$ cat config.mk
export PLATFORM = sky130hd
export DESIGN_NAME = seq_shift_add_mul_flat
export DESIGN_NICKNAME = d
export VERILOG_FILES = /design/src/rtl/seq_shift_add_mul_if.sv /design/src/rtl/seq_shift_add_mul.sv /design/src/flat_wrapper.sv
export SDC_FILE = /design/constraint.sdc
export NUM_CORES = 1
export LEC_CHECK = 0
export ABC_AREA = 1
export BUFFER_PORTS_ARGS = -buffer_cell sky130_fd_sc_hd__buf_2
export CAP_MARGIN = 5
export CORE_ASPECT_RATIO = 0.75
export CORE_MARGIN = 10
export CORE_UTILIZATION = 45
export DETAILED_ROUTE_END_ITERATION = 10
export GPL_TIMING_DRIVEN = 0
export SLEW_MARGIN = 20
export SYNTH_ARGS = -nofsm -noshare
export SYNTH_HDL_FRONTEND = slang
export SYNTH_SLANG_ARGS = --single-unit
export TNS_END_PERCENT = 10
$ cat constraint.sdc
create_clock -name clk_i -period 3.8 [get_ports clk_i]
set_input_delay 0.57 -clock clk_i [delete_from_list [all_inputs] [get_ports clk_i]]
set_output_delay 0.57 -clock clk_i [all_outputs]
set_load 0.005 [all_outputs]
$ cat src/rtl/seq_shift_add_mul_if.sv
// Start/done strobe handshake between a requester (PID core) and the shift-add multiplier.
// Operand and product buses are 2N bits wide.
interface seq_shift_add_mul_if #(
  parameter int unsigned N = 41
);
  localparam int unsigned W = 2 * N;

  logic         MUL_Start_STRB_i;
  logic [W-1:0] a_i;
  logic [W-1:0] b_i;
  logic         MUL_Done_STRB_o;
  logic         busy_o;
  logic [W-1:0] out_o;

  modport master (
    output MUL_Start_STRB_i,
    output a_i,
    output b_i,
    input  MUL_Done_STRB_o,
    input  busy_o,
    input  out_o
  );

  modport slave (
    input  MUL_Start_STRB_i,
    input  a_i,
    input  b_i,
    output MUL_Done_STRB_o,
    output busy_o,
    output out_o
  );
endinterface

$ cat src/rtl/seq_shift_add_mul.sv
// Sequential signed shift-add multiplier: one add/shift step every CLK_DIV_MULTIPLIER clocks,
// product truncated to 2N bits with a one-cycle done strobe.
module seq_shift_add_mul #(
  parameter int unsigned N                  = 41,
  parameter int unsigned CLK_DIV_MULTIPLIER = 50
) (
  input logic                clk_i,
  input logic                rst_i,
  seq_shift_add_mul_if.slave bus
);

  localparam int unsigned W  = 2 * N;
  localparam int unsigned BW = (W > 1) ? $clog2(W) : 1;
  localparam int unsigned DW = (CLK_DIV_MULTIPLIER > 1) ? $clog2(CLK_DIV_MULTIPLIER) : 1;

  localparam logic [BW-1:0] LastBit = BW'(W - 1);
  localparam logic [DW-1:0] LastDiv = DW'(CLK_DIV_MULTIPLIER - 1);

  typedef enum logic [0:0] {StIdle, StCalc} state_e;

  state_e        state_q;
  logic [W-1:0]  a_q;
  logic [W-1:0]  b_q;
  logic [W-1:0]  acc_q;
  logic [W-1:0]  out_q;
  logic [BW-1:0] bit_cnt_q;
  logic [DW-1:0] div_cnt_q;
  logic          done_q;
  logic          busy_q;
  logic [W-1:0]  step_sum;

  // Unsigned accumulation mod 2^W yields the correct two's-complement low half.
  always_comb begin
    step_sum = acc_q + (b_q[0] ? a_q : '0);
  end

  always_ff @(posedge clk_i) begin
    if (rst_i) begin
      state_q   <= StIdle;
      a_q       <= '0;
      b_q       <= '0;
      acc_q     <= '0;
      out_q     <= '0;
      bit_cnt_q <= '0;
      div_cnt_q <= '0;
      done_q    <= 1'b0;
      busy_q    <= 1'b0;
    end else begin
      done_q <= 1'b0;
      unique case (state_q)
        StIdle: begin
          if (bus.MUL_Start_STRB_i) begin
            a_q       <= bus.a_i;
            b_q       <= bus.b_i;
            acc_q     <= '0;
            bit_cnt_q <= '0;
            div_cnt_q <= '0;
            busy_q    <= 1'b1;
            state_q   <= StCalc;
          end
        end
        StCalc: begin
          if (div_cnt_q == LastDiv) begin
            div_cnt_q <= '0;
            acc_q     <= step_sum;
            a_q       <= a_q << 1;
            b_q       <= b_q >> 1;
            bit_cnt_q <= bit_cnt_q + 1'b1;
            if (bit_cnt_q == LastBit) begin
              out_q   <= step_sum;
              done_q  <= 1'b1;
              busy_q  <= 1'b0;
              state_q <= StIdle;
            end
          end else begin
            div_cnt_q <= div_cnt_q + 1'b1;
          end
        end
        default: state_q <= StIdle;
      endcase
    end
  end

  assign bus.MUL_Done_STRB_o = done_q;
  assign bus.busy_o          = busy_q;
  assign bus.out_o           = out_q;

endmodule

$ cat src/flat_wrapper.sv
// flat-port wrapper written by rule: the top's interface ports become plain ports
module seq_shift_add_mul_flat 
#(
  parameter int unsigned N                  = 41,
  parameter int unsigned CLK_DIV_MULTIPLIER = 50
)
  (clk_i, rst_i, bus_MUL_Start_STRB_i, bus_a_i, bus_b_i, bus_MUL_Done_STRB_o, bus_busy_o, bus_out_o);
  seq_shift_add_mul_if #(.N(N)) bus_i ();
  input logic clk_i;
  input logic rst_i;
  input wire logic [$bits(bus_i.MUL_Start_STRB_i)-1:0] bus_MUL_Start_STRB_i;
  input wire logic [$bits(bus_i.a_i)-1:0] bus_a_i;
  input wire logic [$bits(bus_i.b_i)-1:0] bus_b_i;
  output wire logic [$bits(bus_i.MUL_Done_STRB_o)-1:0] bus_MUL_Done_STRB_o;
  output wire logic [$bits(bus_i.busy_o)-1:0] bus_busy_o;
  output wire logic [$bits(bus_i.out_o)-1:0] bus_out_o;
  assign bus_i.MUL_Start_STRB_i = bus_MUL_Start_STRB_i;
  assign bus_i.a_i = bus_a_i;
  assign bus_i.b_i = bus_b_i;
  assign bus_MUL_Done_STRB_o = bus_i.MUL_Done_STRB_o;
  assign bus_busy_o = bus_i.busy_o;
  assign bus_out_o = bus_i.out_o;
  seq_shift_add_mul #(.N(N), .CLK_DIV_MULTIPLIER(CLK_DIV_MULTIPLIER)) u_core (.clk_i(clk_i), .rst_i(rst_i), .bus(bus_i));
endmodule
==> results of run 1 <==
[power groups by stage]
| stage | sequential [mW] | combinational (mW) | clock [mW] |
|---|---|---|---|
| 3_5_place_dp | 3.93 | 0.787 | 0 |
| 4_1_cts | 3.85 | 0.792 | 4.06 |
| 5_1_grt | 3.87 | 0.892 | 4.18 |
| 2_1_floorplan | 3.89 | 0.487 | 0 |
| 6_report | 3.85 | 0.802 | 4.01 |
| 3_3_place_gp | 3.92 | 0.769 | 0 |
[final timing paths]
| check | endpoint | cells after the start |
|---|---|---|
| worst min register to register | u_core.bus.out_o[81] | 2 |
| worst max-delay path | u_core.bus.out_o[41] | 18 |
| worst max register to register | u_core.bus.out_o[41] | 18 |
| worst min-delay path | u_core.a_q[18] | 3 |
[critical path: stages, from the launching register on]
cell,delay [ps]
dfxtp_1,370
buf_4,280
clkbuf_2,330
nand2_1,100
inv_1,60
ha_1,260
nand2_1,170
inv_1,50
nand2_1,70
nand2_1,170
inv_1,100
nand3_1,280
nand2_1,270
nand3_1,240
nand2_1,110
nand2_1,170
or2_2,340
nand3_1,140
nand2_1,70
[repair_timing]
item,CTS,global route
resized for setup,4,9
buffers inserted,0,0
setup endpoints to repair,115,33
hold buffers,0,0
endpoints found under the hold margin,0,0
[area by class of cell]
class	count	area share (%)
Multi-Input combinational cell	2460	48.1
Sequential cell	344	28.2
Inverter	479	7.35
Timing Repair Buffer	250	5.12
Clock buffer	50	4.48
Tap cell	630	3.22
Buffer	144	2.66
Clock inverter	17	0.941
[kinds of logic (layout without fill, tap and decap cells)]
family	after synthesis	after routing	share of synthesized area, %
fa+ha+maj	86	86	5.14
flops	344	344	32.7
buf+inv	623	940	11.6
xor+xnor	40	40	1.66
compound gates	589	589	15.9
simple gates	1745	1745	33.0
[flip-flops by register name (all words and copies together), names as in the netlist]
signal	cells
u_core.a_q	82
u_core.acc_q	82
u_core.b_q	82
u_core.bit_cnt_q	7
u_core.bus.MUL_Done_STRB_o	1
u_core.bus.busy_o	1
u_core.bus.out_o	82
u_core.div_cnt_q	6
u_core.state_q	1
[metal layers]
layer  wire (um)  vias up  global-route usage, %
met1       40400    10781                   42.2
met5           0        -                      0
met4        1660        0                   6.26
met2       32000      855                   39.6
li1            -    11447                      -
met3        7380       99                   5.72
[layout by cell type, fill, tap and decap left out, types with 10 or more instances in the layout]
cell type / n
a21oi_1: 171
a22o_1: 36
a31oi_1: 162
buf_2: 306
clkbuf_1: 80
clkbuf_16: 38
clkbuf_8: 10
dfxtp_1: 344
ha_1: 85
inv_1: 474
nand2_1: 1347
nand3_1: 146
nor2_1: 175
nor2_2: 15
nor3_1: 14
o21ai_0: 187
o21bai_1: 14
xor2_1: 33
[per-stage QoR]
step | area, um^2 | TNS (ps) | setup slack, ps | instances | utilization, %
floorplan | 21100 | 0 | 1130 | 3427 | -
global placement | 23100 | -15910 | -620 | 4307 | 50.1
detailed placement | 23100 | -26420 | -687 | 4307 | 50.1
CTS | 24400 | 0 | 7.94 | 4374 | 53.0
global route | 24500 | 0 | 7.78 | 4374 | 53.0
finish | 24500 | 0 | 101 | 4374 | 53.0
==> out/qor.yml, run 1 <==
ys_seq_area_share_pct: 32.7
maxCapViolCount: 0
synth_cell_types: 42
ioPinCount: 251
synth_nets: 3680
status: "complete, no violations"
async_reset_ff_share_pct: 0
critPathLaunchType: "flip-flop"
fill_cells: 4826
ant_nets: 0
dr_total_vias: 23182
synth_warnings: 0
cp.arrival_ps: 4170
drv_slew: 0
grt_max_degree: 15
critPathRequiredTime_ps: 4270
finalHoldViolCount: 0
drtIter0Drc: 2244
path_max_fanout: 10
die_area_um2: 56000
totalPowerFinal_mw: 8.66
yosysTopAreaCellShare_pct: 32.7
critPathLaunch: "u_core.b_q[0]"
sw_frac_of_total_pct: 26.7
synth_commonest_cells: "nand2_1, inv_1, dfxtp_1, o21ai_0, nor2_1"
initial_core_util_pct: 45.7
die_y_um: 207
max_freq_mhz: 270
path_clk_slew_ps: 70
setup_viol_count_final: 0
syn_area_per_cell_um2: 6.15
ys.flop_type: "dfxtp_1"
r2r_slack_ps: 100
gp_congestion: 1.03
netlist_instances: 3427
grt_pass1_wl_um: 124000
max-vdd-ir-drop_uv: 277
totalWireLength_um: 81400
clk_path_buf_depth: 3
yosys.area.top_type: "dfxtp_1"
p_leak_nw: 12.9
grt_pass1_vias: 21646
grt_usage_pct: 27.9
drive_gt1_share_pct: 11.4
whs_ps: 261
r2r_start: "u_core.b_q[0]"
p_int_mw: 6.34
cts_buffers: 38
switchingPower_mw: 2.32
synth_edf_count: 0
io_buffers: 250
antenna_found_initial: 2
hold_start: "bus_a_i[18]"
period_share_pct: 97.4
slew_headroom_pct: 34.3
final_nets: 3970
n_antenna_cell: 0
drt-vias-per-instance: 5.30
combPwrFrac_pct: 9.3
end_kind: "flip-flop"
clock-sinks: 344
clkPwrFrac_pct: 46.3
core-area_um2: 46100
synth_area_um2: 21100
dp_hpwl_um: 66400
worstSetupPathType: "flip-flop to flip-flop"
overflow: 0
worst_clock_skew_ps: 22.0
synthTopCellsByArea: "dfxtp_1, nand2_1, inv_1"
worst_slew_pin_slew_ps: 986
root_buffer: "clkbuf_16"
clock_latency_ps: 590
powerDensity_nw_per_um2: 354
area_delta_synth_final_pct: 16.1
sequentialPowerShare_pct: 44.5
seqCellArea_um2: 6890
rsz0062_at_grt: "false"
multiInputGateArea_um2: 11800
dr.pass1.iters: 6
yosysMostFrequentCell: "nand2_1"
layout_min_cycle_time_ps: 3700
fp-row-count: 68
drc_errors: 0
ys_ff_latch: 344
cts_tree: "yes"
h-tree-depth: 2
die_w_um: 270
wire_per_inst_um: 18.6
hold_path.class: "input pin to flip-flop"
(Power assumes the default switching activity.)
==> inputs of run 2 (changes only) <==
--- a/config.mk
+++ b/config.mk
@@ -11,6 +11,7 @@
 export CORE_ASPECT_RATIO = 0.75
 export CORE_MARGIN = 10
 export CORE_UTILIZATION = 45
+export CTS_BUF_LIST = sky130_fd_sc_hd__clkbuf_4 sky130_fd_sc_hd__clkbuf_8 sky130_fd_sc_hd__clkbuf_16
 export DETAILED_ROUTE_END_ITERATION = 10
 export GPL_TIMING_DRIVEN = 0
 export SLEW_MARGIN = 20
==> out/qor.yml, run 2 (synthesis gave the netlist of run 1 again) <==
status: "complete, no violations"
initial_core_util_pct: 45.7
critPathLaunchType: "flip-flop"
cts_buffers: 38
h-tree-depth: 2
fill_cells: 4825
clk_path_buf_depth: 3
crit_chain: "buf_4, clkbuf_2, nand2_1, inv_1, ha_1, nand2_1, inv_1, nand2_1, nand2_1, inv_1, nand3_1, nand2_1, nand3_1, nand2_1, nand2_1, or2_2, nand3_1, nand2_1"
critPathBufInv: 5
die_area_um2: 56000
powerDensity_nw_per_um2: 354
ioPinCount: 251
grt_usage_pct: 27.9
worst_clock_skew_ps: 22.2
critPathRequiredTime_ps: 4260
p_leak_nw: 12.9
dr_total_vias: 23187
wl_met1_um: 40200
setup_viol_count_final: 0
totalPowerFinal_mw: 8.67
io_buffers: 250
cts_hold_buf: 0
cp.arrival_ps: 4120
totalWireLength_um: 81600
clock-sinks: 344
final_cell_area_um2: 24500
drc_errors: 0
grt_max_degree: 15
die_y_um: 207
drtIter0Drc: 2298
drt-vias-per-instance: 5.30
drv_slew: 0
layout_commonest_cell: "nand2_1"
worstSetupPathType: "flip-flop to flip-flop"
period_share_pct: 96.2
clock_latency_ps: 580
cp_common_cell: "nand2_1"
min_path_cells: 3
most-common-layout-cells: "nand2_1, inv_1, dfxtp_1"
postPlaceCellArea_um2: 23100
max-vdd-ir-drop_uv: 277
ant_nets: 0
top_layer_used: "met4"
end_kind: "flip-flop"
finalHoldViolCount: 0
seqCellArea_um2: 6890
worst_slew_pin_slew_ps: 993
slew_headroom_pct: 33.8
hold_path.class: "input pin to flip-flop"
overflow: 0
drive_gt1_share_pct: 11.5
n_antenna_cell: 0
r2r_slack_ps: 140
grt_pass1_vias: 21648
layout_min_cycle_time_ps: 3660
rr_worst_depth: 18
dr.pass1.iters: 8
cts_tree: "yes"
core-area_um2: 46100
hold_path_end: "u_core.a_q[75]"
post_cts_buffers: 0
fp-row-count: 68
r2r_start: "u_core.b_q[0]"
max_freq_mhz: 274
dp_slack_ps: -687
final_nets: 3970
cp_top_family: "simple AND/OR/NAND/NOR gates"
die_w_um: 270
root_buffer: "clkbuf_16"
multiInputGateArea_um2: 11800
maxCapViolCount: 0
path_max_fanout: 10
met3_length_um: 7690
rr_endpoint: "u_core.bus.out_o[41]"
dp_hpwl_um: 66400
crit_slowest_cell: "dfxtp_1"
area_delta_synth_final_pct: 16.1
timing.final.ws_setup_ps: 145
antenna_found_initial: 2
met2_wirelength_um: 32000
rsz0062_at_grt: "false"
grt_pass1_wl_um: 124000
cpPeakStageDelay_ps: 370
path_clk_slew_ps: 70
hold_start: "bus_a_i[75]"
gp_congestion: 1.03
wire_per_inst_um: 18.6
[run 2: stage by stage]
step	TNS, ps	util, %	std cells	hold WS, ps
2_1_floorplan	0	-	3427	436
3_3_place_gp	-15910	50.1	4307	429
3_5_place_dp	-26420	50.1	4307	436
4_1_cts	0	53.0	4374	241
5_1_grt	0	53.0	4374	270
6_report	0	53.0	4374	263
[run 2: repair_timing]
action | 4_1_cts | 5_1_grt
pin swaps | 0 | 0
endpoints found under the setup margin | 115 | 33
gates resized for setup | 4 | 9
[run 2: layout make-up]
type	instances	share of cell area (%)
sequential	344	28.2
inverter	479	7.35
tap	630	3.22
clock inverter	17	0.941
buffer	144	2.66
timing repair buffer	250	5.12
clock buffer	50	4.51
multi-input combinational	2460	48.0
[run 2: worst max-delay path by stage]
stage / startpoint / cells after the start / end / slack (ps)
finish: u_core.b_q[0] / 18 / u_core.bus.out_o[41] / 140
CTS: u_core.b_q[0] / 17 / u_core.bus.out_o[77] / 8
global route: u_core.b_q[0] / 20 / u_core.acc_q[70] / 8
detailed placement: u_core.b_q[0] / 17 / u_core.acc_q[77] / -690
global placement: u_core.b_q[0] / 17 / u_core.acc_q[77] / -620
floorplan: u_core.b_q[0] / 21 / u_core.acc_q[80] / 1130
[run 2: routing by layer]
layer / vias up / track usage, %
met2: 886 / 39.6
met5: - / 0
met1: 10747 / 42.2
li1: 11448 / -
met4: 0 / 6.26
met3: 106 / 5.72
[run 2: where the power goes]
group / total, mW / switching (mW) / leakage [nW] / internal (mW)
Combinational: 0.801 / 0.535 / 9.40 / 0.266
Clock: 4.01 / 1.67 / 0.656 / 2.34
Sequential: 3.85 / 0.0995 / 2.81 / 3.75
Total: 8.67 / 2.31 / 12.9 / 6.36
[run 2: tightest hold or removal path, stage by stage]
cell	delay [ps]
buf_2	100
nand2_1	50
a31oi_1	70
